**src/rtl/ram_dp_rw_ctrl.sv**
```systemverilog
`default_nettype none
// +----------------------------------------------------------------------+
// | Module   : ram_dp_rw_ctrl                                            |
// | Brief    : Request-side controller for a true-dual-port RAM wrapper. |
// |            Two valid/ready request ports (A, B), each carrying a     |
// |            read or a write. Cross-port address collisions are        |
// |            arbitrated with a toggling priority. Read latency is      |
// |            tracked by a tag pipe, and read data is returned in order |
// |            through a per-port response FIFO guarded by read credits. |
// | Revision : 1.0 - initial release                                     |
// +----------------------------------------------------------------------+
module ram_dp_rw_ctrl #(
    parameter int AddrWidth = 16,
    parameter int DataWidth = 32,
    parameter int Pipelined = 0,
    parameter int RspDepth  = 4
) (
    input  logic                 clk_i,
    input  logic                 rst_ni,
    // request port A
    input  logic                 req_valid_a_i,
    output logic                 req_ready_a_o,
    input  logic                 req_we_a_i,
    input  logic [AddrWidth-1:0] req_addr_a_i,
    input  logic [DataWidth-1:0] req_wdata_a_i,
    // request port B
    input  logic                 req_valid_b_i,
    output logic                 req_ready_b_o,
    input  logic                 req_we_b_i,
    input  logic [AddrWidth-1:0] req_addr_b_i,
    input  logic [DataWidth-1:0] req_wdata_b_i,
    // response port A
    output logic                 rsp_valid_a_o,
    input  logic                 rsp_ready_a_i,
    output logic [DataWidth-1:0] rsp_rdata_a_o,
    // response port B
    output logic                 rsp_valid_b_o,
    input  logic                 rsp_ready_b_i,
    output logic [DataWidth-1:0] rsp_rdata_b_o,
    // RAM side, port A
    output logic                 ram_rd_en_a_o,
    output logic                 ram_wr_en_a_o,
    output logic [AddrWidth-1:0] ram_addr_r_a_o,
    output logic [AddrWidth-1:0] ram_addr_w_a_o,
    output logic [DataWidth-1:0] ram_wdata_a_o,
    input  logic [DataWidth-1:0] ram_rdata_a_i,
    // RAM side, port B
    output logic                 ram_rd_en_b_o,
    output logic                 ram_wr_en_b_o,
    output logic [AddrWidth-1:0] ram_addr_r_b_o,
    output logic [AddrWidth-1:0] ram_addr_w_b_o,
    output logic [DataWidth-1:0] ram_wdata_b_o,
    input  logic [DataWidth-1:0] ram_rdata_b_i
);

    // Read latency of the attached RAM; RspDepth must be at least c_LAT + 2
    // for one read per cycle to sustain with the consumer always ready.
    localparam int c_LAT = 1 + Pipelined;
    localparam int c_CW  = $clog2(RspDepth + 1);
    localparam int c_PW  = $clog2(RspDepth);
    localparam int c_SW  = c_CW + 1;

    // Both ports gathered into index 0 (A) / 1 (B) so the per-port logic is shared.
    logic [1:0]           w_valid;
    logic [1:0]           w_we;
    logic [1:0]           w_rsp_ready;
    logic [AddrWidth-1:0] w_addr      [2];
    logic [DataWidth-1:0] w_ram_rdata [2];
    logic [DataWidth-1:0] w_rsp_rdata [2];

    logic [1:0] w_credit;
    logic [1:0] w_elig;
    logic [1:0] w_grant;
    logic [1:0] w_ready;
    logic [1:0] w_accept;
    logic [1:0] w_rd_issue;
    logic [1:0] w_wr_issue;
    logic [1:0] w_rsp_valid;
    logic       w_conflict;
    logic       w_same_addr;
    logic [AddrWidth-1:0] w_addr_gate;
    logic [DataWidth-1:0] w_data_gate;

    logic       r_prio;

    assign w_valid     = {req_valid_b_i, req_valid_a_i};
    assign w_we        = {req_we_b_i, req_we_a_i};
    assign w_rsp_ready = {rsp_ready_b_i, rsp_ready_a_i};
    assign w_addr[0]   = req_addr_a_i;
    assign w_addr[1]   = req_addr_b_i;
    assign w_ram_rdata[0] = ram_rdata_a_i;
    assign w_ram_rdata[1] = ram_rdata_b_i;

    // Writes never need credit; reads need room in inflight + FIFO.
    assign w_elig = w_we | w_credit;

    // A collision exists only when both requests could actually go and at
    // least one of them writes; two reads of one address are harmless.
    assign w_same_addr = (w_addr[0] == w_addr[1]);
    assign w_conflict  = (&w_valid) & (&w_elig) & w_same_addr & (|w_we);

    assign w_grant[0] = ~w_conflict | ~r_prio;
    assign w_grant[1] = ~w_conflict |  r_prio;

    // Nothing is offered while reset is held so every output stays at zero.
    assign w_ready    = {2{rst_ni}} & w_elig & w_grant;
    assign w_accept   = w_valid & w_ready;
    assign w_rd_issue = w_accept & ~w_we;
    assign w_wr_issue = w_accept &  w_we;

    // Priority flips only on a cycle that actually had to pick a winner.
    always_ff @(posedge clk_i or negedge rst_ni) begin
        if (!rst_ni) begin
            r_prio <= 1'b0;
        end else if (w_conflict) begin
            r_prio <= ~r_prio;
        end
    end

    for (genvar p = 0; p < 2; p++) begin : g_port
        logic [c_CW-1:0]      r_inflight;
        logic [c_CW-1:0]      r_occ;
        logic [c_LAT-1:0]     r_tag;
        logic [c_PW-1:0]      r_wr_ptr;
        logic [c_PW-1:0]      r_rd_ptr;
        logic [DataWidth-1:0] r_mem [RspDepth];
        logic [c_SW-1:0]      w_used;
        logic                 w_push;
        logic                 w_pop;
        logic                 w_has_data;

        assign w_used      = {1'b0, r_inflight} + {1'b0, r_occ};
        assign w_credit[p] = (w_used < c_SW'(RspDepth));
        assign w_push      = r_tag[c_LAT-1];
        assign w_has_data  = (r_occ != '0);
        assign w_pop       = w_has_data & w_rsp_ready[p];

        assign w_rsp_valid[p] = w_has_data;
        assign w_rsp_rdata[p] = w_has_data ? r_mem[r_rd_ptr] : '0;

        // Reads that have left for the RAM but whose data is not yet in the FIFO.
        always_ff @(posedge clk_i or negedge rst_ni) begin
            if (!rst_ni) begin
                r_inflight <= '0;
            end else begin
                r_inflight <= r_inflight + c_CW'(w_rd_issue[p]) - c_CW'(w_push);
            end
        end

        // Tag pipe: a bit leaves the last stage exactly when the RAM data is valid.
        always_ff @(posedge clk_i or negedge rst_ni) begin
            if (!rst_ni) begin
                r_tag <= '0;
            end else begin
                r_tag[0] <= w_rd_issue[p];
                for (int i = 1; i < c_LAT; i++) begin
                    r_tag[i] <= r_tag[i-1];
                end
            end
        end

        // Response FIFO pointers and occupancy; push and pop may coincide.
        always_ff @(posedge clk_i or negedge rst_ni) begin
            if (!rst_ni) begin
                r_wr_ptr <= '0;
                r_rd_ptr <= '0;
                r_occ    <= '0;
            end else begin
                if (w_push) begin
                    r_wr_ptr <= (r_wr_ptr == c_PW'(RspDepth - 1)) ? '0 : r_wr_ptr + c_PW'(1);
                end
                if (w_pop) begin
                    r_rd_ptr <= (r_rd_ptr == c_PW'(RspDepth - 1)) ? '0 : r_rd_ptr + c_PW'(1);
                end
                r_occ <= r_occ + c_CW'(w_push) - c_CW'(w_pop);
            end
        end

        // FIFO storage needs no reset: the output is masked while empty.
        always_ff @(posedge clk_i) begin
            if (w_push) begin
                r_mem[r_wr_ptr] <= w_ram_rdata[p];
            end
        end

`ifndef SYNTHESIS
        a_fifo_no_overflow: assert property (@(posedge clk_i) disable iff (!rst_ni)
            !(w_push && !w_pop && (r_occ == c_CW'(RspDepth))));
        a_credit_bound: assert property (@(posedge clk_i) disable iff (!rst_ni)
            (w_used <= c_SW'(RspDepth)));
`endif
    end

    // Address/data follow the request fields; forced to zero during reset.
    assign w_addr_gate = {AddrWidth{rst_ni}};
    assign w_data_gate = {DataWidth{rst_ni}};

    assign req_ready_a_o  = w_ready[0];
    assign req_ready_b_o  = w_ready[1];
    assign ram_rd_en_a_o  = w_rd_issue[0];
    assign ram_rd_en_b_o  = w_rd_issue[1];
    assign ram_wr_en_a_o  = w_wr_issue[0];
    assign ram_wr_en_b_o  = w_wr_issue[1];
    assign ram_addr_r_a_o = req_addr_a_i & w_addr_gate;
    assign ram_addr_w_a_o = req_addr_a_i & w_addr_gate;
    assign ram_addr_r_b_o = req_addr_b_i & w_addr_gate;
    assign ram_addr_w_b_o = req_addr_b_i & w_addr_gate;
    assign ram_wdata_a_o  = req_wdata_a_i & w_data_gate;
    assign ram_wdata_b_o  = req_wdata_b_i & w_data_gate;
    assign rsp_valid_a_o  = w_rsp_valid[0];
    assign rsp_valid_b_o  = w_rsp_valid[1];
    assign rsp_rdata_a_o  = w_rsp_rdata[0];
    assign rsp_rdata_b_o  = w_rsp_rdata[1];

`ifndef SYNTHESIS
    a_no_wr_wr: assert property (@(posedge clk_i) disable iff (!rst_ni)
        !(ram_wr_en_a_o && ram_wr_en_b_o && (ram_addr_w_a_o == ram_addr_w_b_o)));
    a_no_wr_a_rd_b: assert property (@(posedge clk_i) disable iff (!rst_ni)
        !(ram_wr_en_a_o && ram_rd_en_b_o && (ram_addr_w_a_o == ram_addr_r_b_o)));
    a_no_rd_a_wr_b: assert property (@(posedge clk_i) disable iff (!rst_ni)
        !(ram_rd_en_a_o && ram_wr_en_b_o && (ram_addr_r_a_o == ram_addr_w_b_o)));
`endif

endmodule
`default_nettype wire
```
**config.mk**
```make
export PLATFORM = sky130hd
export DESIGN_NAME = ram_dp_rw_ctrl
export DESIGN_NICKNAME = d
export VERILOG_FILES = /design/src/rtl/ram_dp_rw_ctrl.sv
export SDC_FILE = /design/constraint.sdc
export NUM_CORES = 1
export LEC_CHECK = 0
export ABC_CLOCK_PERIOD_IN_PS = 3600
export CORE_MARGIN = 1.5
export CORE_UTILIZATION = 47
export CTS_CLUSTER_SIZE = 28
export DETAILED_ROUTE_END_ITERATION = 6
export HOLD_SLACK_MARGIN = 0.05
export PLACE_DENSITY = 0.87
export SLEW_MARGIN = 25
export SYNTH_ARGS = -nofsm -noshare
export SYNTH_HDL_FRONTEND = slang
export SYNTH_SLANG_ARGS = --single-unit
export TNS_END_PERCENT = 100
```
**constraint.sdc**
```tcl
create_clock -name clk_i -period 3.6 [get_ports clk_i]
set_input_delay 0.54 -clock clk_i [delete_from_list [all_inputs] [get_ports clk_i]]
set_output_delay 0.54 -clock clk_i [all_outputs]
set_load 0.01 [all_outputs]
```
==> reports/results.ini <==
[pwr]
power_w=0.0105
p_per_area_mw_per_mm2=624
p_comb_frac=0.380
clkPwrFrac=0.239
internal-power_w=0.00748
swShare=0.289
power_frac_seq=0.381
ir_worst_vdd_uv=372
power_switching_w=0.00304
p_leak_nw=5.81

[drt]
postRouteAntennaNets=0
vias=7389
wl_um=34400
drt-wirelength-per-cell_um=24.5
drtIter0Drc=457
route.detailed.drc=0
vias_per_cell=5.26
dr.pass1.iters=5

[critical_path]
cp-end-kind=output port
crit_path_start_kind=input port
arrival_ns=2.98
cp_max_fo=3
crit_type=input port to output port
cp.required_ns=3.06
reg2reg_depth=10

[sta]
fmax_ghz=0.284
slew_violations=0
finalHoldViolCount=0
setup_viol=0
fin_crit_ns=3.52
tightest_slew_ns=0.557
clock_skew_ns=0.0132
tns_ns=0
fin_crit_sh=0.977
finalWorstSetupSlack_ns=0.0821
hold_ws_ns=0.523
rsz0062_at_grt=false
maxSlewHeadroom=0.629

[synthesis]
avgSynthCellArea_um2=17.4
synth_nets=890
syn_area_mm2=0.0121
ys_types=29
synthCells=696
ys_seq_area_frac=0.684
ys.warnings.count=0
ys_ff_latch=279

[flow_run]
maxCapViolations=0

[worst_hold_path]
hold_class=input port to async pin

[grt]
grt_pass1_vias=7945
grt_max_degree=49
grt.total_usage=0.257
overflow=0
grt_pass1_wl_um=49700
antenna_found_initial=3

[cts]
insertion_delay_ns=0.52
cts_setup_buffers=0
root_buffer=clkbuf_16
clockBufferDepth=3
clkTransAtPathRegs_ns=0.06
tritoncts=yes
cts.sinks=279
cts_made_buffers=26
cts_max_level=1

[finish]
layout-drive-gt1-share=0.130
syn2layout_area_growth_pct=39.4
instances_no_fill=1406
layout.nets=1247

[status]
status=complete, no violations

[placed_design]
place_congestion=0.889
portBuffers=367
dp_slack_ns=-0.116
dp_hpwl_um=24300
place_inst=1355

[floorplan]
rows=58
start_util=0.480
dieArea_mm2=0.0267
core_mm2=0.0252
die_y_um=163
die_x_um=163
ioPinCount=368

[sequential cells by signal, summed over array words and instances, names as in the netlist]
register,count
g_port.r_mem,256
g_port.r_inflight,6
g_port.r_occ,6
g_port.r_rd_ptr,4
g_port.r_wr_ptr,4
g_port.r_tag,2
r_prio,1
[worst paths after layout]
check | from | endpoint | slack [ns]
max | req_addr_a_i[1] | ram_rd_en_a_o | 0.08
min reg2reg | g_port[1].r_occ[0]$_DFF_PN0_ | g_port[1].r_occ[0]$_DFF_PN0_ | 0.55
max in group asynchronous | rst_ni | g_port[0].r_rd_ptr[0]$_DFFE_PN0P_ | 2.39
max reg2reg | g_port[0].r_occ[2]$_DFF_PN0_ | g_port[1].r_inflight[2]$_DFF_PN0_ | 0.78
min in group clk_i | g_port[1].r_occ[0]$_DFF_PN0_ | g_port[1].r_occ[0]$_DFF_PN0_ | 0.55
min | rst_ni | g_port[0].r_tag$_DFF_PN0_ | 0.52
[cell usage in the layout (no fill, tap or decap), drive strengths merged, types with 8 or more instances in the layout]
master and n:
edfxtp 256, clkdlybuf4s50 363, buf 30, dfrtp 23
xnor2 23, clkinv 12, and2 168, mux4 64
nand2 8, inv 22, clkbuf 35, ha 22
[cells in the mapped netlist]
library cell,instances,share of area
o21ai_0,5,0.0021
inv_1,22,0.0068
nor4_4,1,0.0018
and2_2,1,0.00062
fa_1,4,0.0066
nand4_1,4,0.0021
nand2_1,8,0.0025
o2111ai_1,1,0.00072
ha_1,22,0.023
or4_4,1,0.00093
dfrtp_1,23,0.048
or3_1,5,0.0026
buf_4,32,0.020
a21o_1,2,0.0012
nand3_1,3,0.0012
and2_1,167,0.086
nand2b_1,1,0.00052
nor3_4,1,0.0013
mux4_2,64,0.12
nor3b_1,4,0.0025
xor2_1,1,0.00072
mux2_2,2,0.0019
nor4_1,2,0.0010
buf_2,8,0.0033
edfxtp_1,256,0.64
xnor2_1,23,0.017
clkbuf_1,27,0.0084
nor3_1,4,0.0017
a21oi_1,2,0.00083
[worst max-delay path, stage by stage]
cell,delay (ns)
clkdlybuf4s50_1,0.50
xnor2_1,0.13
nand4_1,0.29
or4_4,0.55
nor4_4,0.22
buf_4,0.17
nor4_1,0.06
clkdlybuf4s50_1,0.51
[metal layers]
| metal | global-route usage | wire (um) | vias to the layer above |
|---|---|---|---|
| met3 | 0.0371 | 1940 | 46 |
| met5 | 0 | 0 | - |
| li1 | - | - | 3274 |
| met4 | 0.0717 | 768 | 0 |
| met2 | 0.478 | 18800 | 322 |
| met1 | 0.310 | 12900 | 3747 |
[metrics by stage]
stage / instance area (um^2) / util
detailed placement: 16000 / 0.637
CTS: 16800 / 0.668
finish: 16800 / 0.669
global route: 16800 / 0.669
global placement: 16000 / 0.637
floorplan: 12100 / -
[kinds of logic after synthesis]
group / after synthesis / share of synthesized area
flip-flops: 279 / 0.684
buffers and inverters: 89 / 0.0384
multiplexers: 66 / 0.121
adder cells (fa/ha/maj): 26 / 0.0294
AO/OA/AOI/OAI: 10 / 0.00486
XOR/XNOR: 24 / 0.0174
AND/OR/NAND/NOR: 202 / 0.105
[power by group through the flow]
stage / combinational (W) / sequential [W] / clock, W
after floorplan: 0.00221 / 0.00394 / 0
after global placement: 0.00389 / 0.00406 / 0
after detailed placement: 0.00397 / 0.00407 / 0
after CTS: 0.00403 / 0.00401 / 0.00256
after global routing: 0.00429 / 0.00404 / 0.00267
final: 0.00400 / 0.00401 / 0.00252
[layout make-up]
cell class                 instances  area [um^2]
clock buffer                      35          716
sequential                       279         8270
multi-input combinational        328         3370
inverter                          22         82.6
tap                              330          413
fill                            1668         8330
antenna                            3         7.51
timing repair buffer             396         3930
clock inverter                    13         60.1
[what timing repair did]
action | in CTS | in global routing
hold buffers | 1 | 0
endpoints found under the setup margin | 5 | 2
pin swaps | 2 | 1
endpoints found under the hold margin | 1 | 0
resized for setup | 1 | 4
(Power assumes the default switching activity.)
